### config.mk
export PLATFORM = sky130hd
export DESIGN_NAME = mc_core
export DESIGN_NICKNAME = d
export VERILOG_FILES = /design/src/rtl/mc_core.sv
export SDC_FILE = /design/constraint.sdc
export NUM_CORES = 2
export LEC_CHECK = 0
export CORE_ASPECT_RATIO = 0.9
export CORE_MARGIN = 2
export CORE_UTILIZATION = 40
export DETAILED_ROUTE_END_ITERATION = 12
export GPL_ROUTABILITY_DRIVEN = 1
export GPL_TIMING_DRIVEN = 0
export PLACE_DENSITY = 0.56
export SLEW_MARGIN = 40
export SYNTH_ARGS = -nofsm -noshare
export SYNTH_HDL_FRONTEND = slang
export SYNTH_SLANG_ARGS = --single-unit
### constraint.sdc
create_clock -name clk -period 6.75 [get_ports clk]
set_input_delay 1.35 -clock clk [delete_from_list [all_inputs] [get_ports clk]]
set_output_delay 1.35 -clock clk [all_outputs]
set_load 0.1 [all_outputs]
### src/rtl/mc_core.sv
// Multicycle MIPS-subset core: one shared memory port, and one FSM state per
// micro-step of each instruction. Supports lw/sw/beq/bne/addi/j plus R-type add/sub/and/or/slt.
module mc_core #(
  parameter logic [31:0] RESET_PC = 32'h0000_0000,
  parameter int          BNE_EN   = 1
) (
  input  logic        clk,
  input  logic        reset,
  output logic        memreq,
  output logic        memwe,
  output logic [31:0] memaddr,
  output logic [31:0] memwdata,
  input  logic [31:0] memrdata,
  input  logic        memready,
  output logic [31:0] pc,
  output logic [3:0]  state,
  output logic        retired,
  output logic        illegal,
  input  logic [4:0]  dbg_addr,
  output logic [31:0] dbg_data
);

  typedef enum logic [3:0] {
    S_FETCH  = 4'd0,
    S_DECODE = 4'd1,
    S_MEMADR = 4'd2,
    S_MEMRD  = 4'd3,
    S_MEMWB  = 4'd4,
    S_MEMWR  = 4'd5,
    S_EXEC   = 4'd6,
    S_ALUWB  = 4'd7,
    S_BRANCH = 4'd8,
    S_ADDIEX = 4'd9,
    S_ADDIWB = 4'd10,
    S_JUMP   = 4'd11,
    S_ERROR  = 4'd12
  } state_t;

  localparam logic [5:0] OP_RTYPE = 6'b000000;
  localparam logic [5:0] OP_LW    = 6'b100011;
  localparam logic [5:0] OP_SW    = 6'b101011;
  localparam logic [5:0] OP_BEQ   = 6'b000100;
  localparam logic [5:0] OP_BNE   = 6'b000101;
  localparam logic [5:0] OP_ADDI  = 6'b001000;
  localparam logic [5:0] OP_J     = 6'b000010;

  state_t      state_reg, state_next;
  logic [31:0] pc_reg, pc_next;
  logic [31:0] ir_reg, ir_next;
  logic [31:0] mdr_reg, mdr_next;
  logic [31:0] a_reg, a_next;
  logic [31:0] b_reg, b_next;
  logic [31:0] aluout_reg, aluout_next;
  logic        illegal_reg;
  logic [31:0] rf_reg [0:31];

  logic        rf_we;
  logic [4:0]  rf_waddr;
  logic [31:0] rf_wdata;

  logic [5:0]  opcode;
  logic [5:0]  funct;
  logic [4:0]  rs, rt, rd;
  logic [31:0] signimm;

  assign opcode  = ir_reg[31:26];
  assign rs      = ir_reg[25:21];
  assign rt      = ir_reg[20:16];
  assign rd      = ir_reg[15:11];
  assign funct   = ir_reg[5:0];
  assign signimm = {{16{ir_reg[15]}}, ir_reg[15:0]};

  always_comb begin
    state_next  = state_reg;
    pc_next     = pc_reg;
    ir_next     = ir_reg;
    mdr_next    = mdr_reg;
    a_next      = a_reg;
    b_next      = b_reg;
    aluout_next = aluout_reg;
    rf_we       = 1'b0;
    rf_waddr    = 5'd0;
    rf_wdata    = 32'd0;
    memreq      = 1'b0;
    memwe       = 1'b0;
    memaddr     = pc_reg;
    retired     = 1'b0;

    case (state_reg)
      S_FETCH: begin
        memreq = 1'b1;
        if (memready) begin
          ir_next    = memrdata;
          pc_next    = pc_reg + 32'd4;
          state_next = S_DECODE;
        end
      end
      S_DECODE: begin
        a_next      = rf_reg[rs];
        b_next      = rf_reg[rt];
        aluout_next = pc_reg + (signimm << 2);
        case (opcode)
          OP_LW, OP_SW: state_next = S_MEMADR;
          OP_RTYPE:     state_next = S_EXEC;
          OP_BEQ:       state_next = S_BRANCH;
          OP_BNE:       state_next = (BNE_EN != 0) ? S_BRANCH : S_ERROR;
          OP_ADDI:      state_next = S_ADDIEX;
          OP_J:         state_next = S_JUMP;
          default:      state_next = S_ERROR;
        endcase
      end
      S_MEMADR: begin
        aluout_next = a_reg + signimm;
        state_next  = (opcode == OP_LW) ? S_MEMRD : S_MEMWR;
      end
      S_MEMRD: begin
        memreq  = 1'b1;
        memaddr = aluout_reg;
        if (memready) begin
          mdr_next   = memrdata;
          state_next = S_MEMWB;
        end
      end
      S_MEMWB: begin
        rf_we      = 1'b1;
        rf_waddr   = rt;
        rf_wdata   = mdr_reg;
        retired    = 1'b1;
        state_next = S_FETCH;
      end
      S_MEMWR: begin
        memreq  = 1'b1;
        memwe   = 1'b1;
        memaddr = aluout_reg;
        if (memready) begin
          retired    = 1'b1;
          state_next = S_FETCH;
        end
      end
      S_EXEC: begin
        state_next = S_ALUWB;
        case (funct)
          6'b100000: aluout_next = a_reg + b_reg;
          6'b100010: aluout_next = a_reg - b_reg;
          6'b100100: aluout_next = a_reg & b_reg;
          6'b100101: aluout_next = a_reg | b_reg;
          6'b101010: aluout_next = {31'd0, $signed(a_reg) < $signed(b_reg)};
          default:   state_next  = S_ERROR;
        endcase
      end
      S_ALUWB: begin
        rf_we      = 1'b1;
        rf_waddr   = rd;
        rf_wdata   = aluout_reg;
        retired    = 1'b1;
        state_next = S_FETCH;
      end
      S_BRANCH: begin
        // ALUOut already holds the branch target computed during DECODE
        if (((opcode == OP_BEQ) && (a_reg == b_reg)) ||
            ((opcode == OP_BNE) && (a_reg != b_reg)))
          pc_next = aluout_reg;
        retired    = 1'b1;
        state_next = S_FETCH;
      end
      S_ADDIEX: begin
        aluout_next = a_reg + signimm;
        state_next  = S_ADDIWB;
      end
      S_ADDIWB: begin
        rf_we      = 1'b1;
        rf_waddr   = rt;
        rf_wdata   = aluout_reg;
        retired    = 1'b1;
        state_next = S_FETCH;
      end
      S_JUMP: begin
        pc_next    = {pc_reg[31:28], ir_reg[25:0], 2'b00};
        retired    = 1'b1;
        state_next = S_FETCH;
      end
      S_ERROR: state_next = S_ERROR;
      default: state_next = S_ERROR;
    endcase
  end

  always_ff @(posedge clk) begin
    if (reset) begin
      state_reg   <= S_FETCH;
      pc_reg      <= RESET_PC;
      ir_reg      <= 32'd0;
      mdr_reg     <= 32'd0;
      a_reg       <= 32'd0;
      b_reg       <= 32'd0;
      aluout_reg  <= 32'd0;
      illegal_reg <= 1'b0;
    end else begin
      state_reg   <= state_next;
      pc_reg      <= pc_next;
      ir_reg      <= ir_next;
      mdr_reg     <= mdr_next;
      a_reg       <= a_next;
      b_reg       <= b_next;
      aluout_reg  <= aluout_next;
      illegal_reg <= (state_next == S_ERROR);
    end
  end

  // Entry 0 has no write path, so it stays at its reset value of zero
  generate
    for (genvar gi = 0; gi < 32; gi++) begin : g_rf
      always_ff @(posedge clk) begin
        if (reset)
          rf_reg[gi] <= 32'd0;
        else if (rf_we && (gi != 0) && (rf_waddr == 5'(gi)))
          rf_reg[gi] <= rf_wdata;
      end
    end
  endgenerate

  assign memwdata = b_reg;
  assign pc       = pc_reg;
  assign state    = state_reg;
  assign illegal  = illegal_reg;
  assign dbg_data = rf_reg[dbg_addr];

endmodule
==> impl_metrics.csv <==
group,metric,value,unit
outcome,status,"complete, no violations",
synth,yosysWarnings,0,
synth,ys_seq_area_share,45.1,%
worst_setup_path,crit_type,"in -> out",
cells_and_area,n_fill_cell,17000,
synth,synth_edf_count,992,
synth,synth_most_common_cell,"nor2_1",
sta,fin_hold_ws,0.462,ns
route,wl_per_cell,39.2,microns
synth,synthCells,6030,
global_routing,overflow,0,
sta,tightest_slew,0.998,ns
worst_setup_path,worstPathMaxFanout,10,
worst_setup_path,rr_endpoint,"rf_reg[7][6]",
global_routing,grt_util_met3,12.6,%
worst_setup_path,required,5.40,ns
route,viasPerCell,6.79,
synth,ys_top_cells_by_area,"edfxtp_1 40%, mux4_2 26%, nor2_1 6.7%, dfxtp_1 5.3%, ha_1 2.6%",
route,drt-initial-drc-count,9920,
global_routing,use_met2,52.1,%
route,vias,60700,
worst_hold_path,hold_end,"mdr_reg[19]",
synth,synth.cell_area,74800,sq um
route,first_pass_iters,8,
cells_and_area,fin_area,85100,sq um
sta,setup_viol,0,
worst_setup_path,crit_arrival,5.18,ns
global_routing,antenna_found_initial,14,
cells_and_area,ff_latch_area,33700,sq um
cells_and_area,drive_gt1_share,27.2,%
clock_network,clk_pin_slew_worst_paths,0.06,ns
synth,synth_top_area_share,39.8,%
cells_and_area,area_growth,13.7,%
worst_setup_path,r2r_start,"ir_reg[16]",
sta,finClkSkew,0.0660,ns
synth,synth_area_per_cell,12.4,sq um
cells_and_area,multi_input_area,38800,sq um
worst_setup_path,critPathCaptureType,"output pin",
floorplan,die_height,414,microns
sta,fin_crit,6.53,ns
sta,post-route-period-util,96.7,%
sta,fmax,0.153,GHz
floorplan,io-pin-count,176,
placed_design,post_dp_cell_area,80700,sq um
clock_network,cts_buffers,137,
global_routing,grt_busiest_layer,"met2",
clock_network,post_cts_buffers,0,
power_and_ir_drop,peakVddDrop,0.000238,V
floorplan,core_area,186000,sq um
floorplan,dieArea,191000,sq um
floorplan,rows,150,
power_and_ir_drop,p_leak,28.3,nW
global_routing,grt_pass1_vias,57500,
worst_hold_path,hold_depth,2,
route,wl,351,mm
clock_network,ctsLongestPathBuffers,3,
run,max_cap_viol_count,0,
floorplan,dieWidth,460,microns
floorplan,initial_core_util,40.3,%
clock_network,clock_latency,0.83,ns
sta,slew_violations,0,
sta,rsz0062_at_grt,"false",
placed_design,io_buffers,169,
global_routing,grt_max_degree,26,
worst_hold_path,hp-class,"reg -> reg",
clock_network,post_cts_resized,0,
worst_setup_path,rr_worst_depth,10,
route,ant_nets,0,
placed_design,gp_congestion,1.02,
clock_network,cts_tree,"built",
clock_network,htreeDepth,4,
worst_setup_path,rrSetupSlack,1.59,ns
global_routing,grt_util_met1,46.3,%
synth,ys_ff_latch,1189,
synth,syn_nets,6231,
synth,synthTopCellsByCount,"1334 x nor2_1, 992 x edfxtp_1, 864 x mux4_2",
synth,yosys.area.top_type,"edfxtp_1",
sta,slew-limit-headroom,31.6,%
clock_network,cts_root_buffer,"clkbuf_16",
placed_design,place_hpwl,267,mm
synth,yosysUniqueCellTypes,82,
power_and_ir_drop,power.density,272,nW/um^2
clock_network,hold_buffers,0,
synth,synthFlopType,"edfxtp_1",
clock_network,cts.sinks,1189,
cells_and_area,final_nets,6604,
global_routing,grt_usage,36.4,%
route,drc,0,
cells_and_area,largest_reg_flops,992,
worst_setup_path,start_kind,"input pin",
synth,ys_async_sr_fraction,0,%
global_routing,grt_pass1_wl,475,mm
cells_and_area,final_util,45.8,%
worst_hold_path,worstHoldStart,"mdr_reg[19]",
sta,hold_viol,0,
==> worst max-delay path: stages <==
cell and delay (ns):
clkbuf_1 0.20, buf_2 0.53, clkbuf_2 0.64, clkbuf_2 0.62
mux4_2 0.44, mux4_2 0.67, mux2_2 0.39, buf_2 0.31
==> stage by stage <==
| step | worst slack [ns] | TNS (ns) | total power, mW | instances |
|---|---|---|---|---|
| floorplan | 1.30 | 0 | 12.8 | 6030 |
| global placement | -1.44 | -40.00 | 15.4 | 8631 |
| detailed placement | 0.463 | 0 | 15.5 | 8689 |
| CTS | 0.475 | 0 | 22.8 | 8931 |
| global route | 0.328 | 0 | 23.5 | 8939 |
| finish | 0.220 | 0 | 23.1 | 8948 |
==> power breakdown <==
group	leakage (nW)	internal [mW]	total (mW)	switching (mW)
clock	2.09	4.16	7.48	3.32
sequential	11.8	8.26	8.82	0.552
combinational	14.4	2.35	6.84	4.49
==> how the worst max path moves through the flow <==
stage / start / to
after floorplan: state[1] / retired
after global placement: dbg_addr[1] / dbg_data[31]
after detailed placement: dbg_addr[0] / dbg_data[30]
after CTS: dbg_addr[0] / dbg_data[30]
after global routing: dbg_addr[0] / dbg_data[17]
final: dbg_addr[1] / dbg_data[31]
==> cells in the final DEF (no fill, tap or decap), types with 47 or more instances in the layout <==
| cell | synthesis | layout |
|---|---|---|
| mux2i_1 | 70 | 49 |
| mux4_2 | 864 | 864 |
| o21ai_0 | 132 | 131 |
| clkbuf_1 | 478 | 331 |
| mux2_2 | 159 | 159 |
| nor3_1 | 54 | 51 |
| nor2_1 | 1334 | 1330 |
| clkbuf_16 | 0 | 141 |
| inv_1 | 119 | 119 |
| a22o_1 | 102 | 102 |
| a21oi_1 | 295 | 295 |
| ha_1 | 157 | 157 |
| nand2_1 | 311 | 311 |
| edfxtp_1 | 992 | 992 |
| clkbuf_2 | 0 | 178 |
| a22oi_1 | 66 | 55 |
| dfxtp_1 | 197 | 196 |
| xnor2_1 | 47 | 47 |
| buf_2 | 2 | 211 |
==> layer usage <==
metal  wire length [microns]  vias up
met3                   46300      956
met1                  126000    31000
li1                        -    24000
met5                     111        -
met4                   29600       12
met2                  149000     4727
==> layout make-up <==
type / instances / share of cell area [%]
inverter: 120 / 0.529
clock inverter: 69 / 0.717
buffer: 583 / 3.00
antenna: 10 / 0.0294
sequential: 1189 / 39.6
tap: 2432 / 3.58
multi-input combinational: 4138 / 45.6
timing repair buffer: 234 / 2.56
clock buffer: 173 / 4.31
==> logic make-up after synthesis <==
logic type | after synthesis | synth area share [%]
XOR/XNOR | 67 | 0.784
multiplexers | 1093 | 29.3
AO/OA/AOI/OAI | 956 | 8.53
AND/OR/NAND/NOR | 1861 | 9.97
adder cells (fa/ha/maj) | 161 | 2.73
flip-flops | 1189 | 45.1
buffers and inverters | 703 | 3.59
Power figures use the tool's default switching activity.
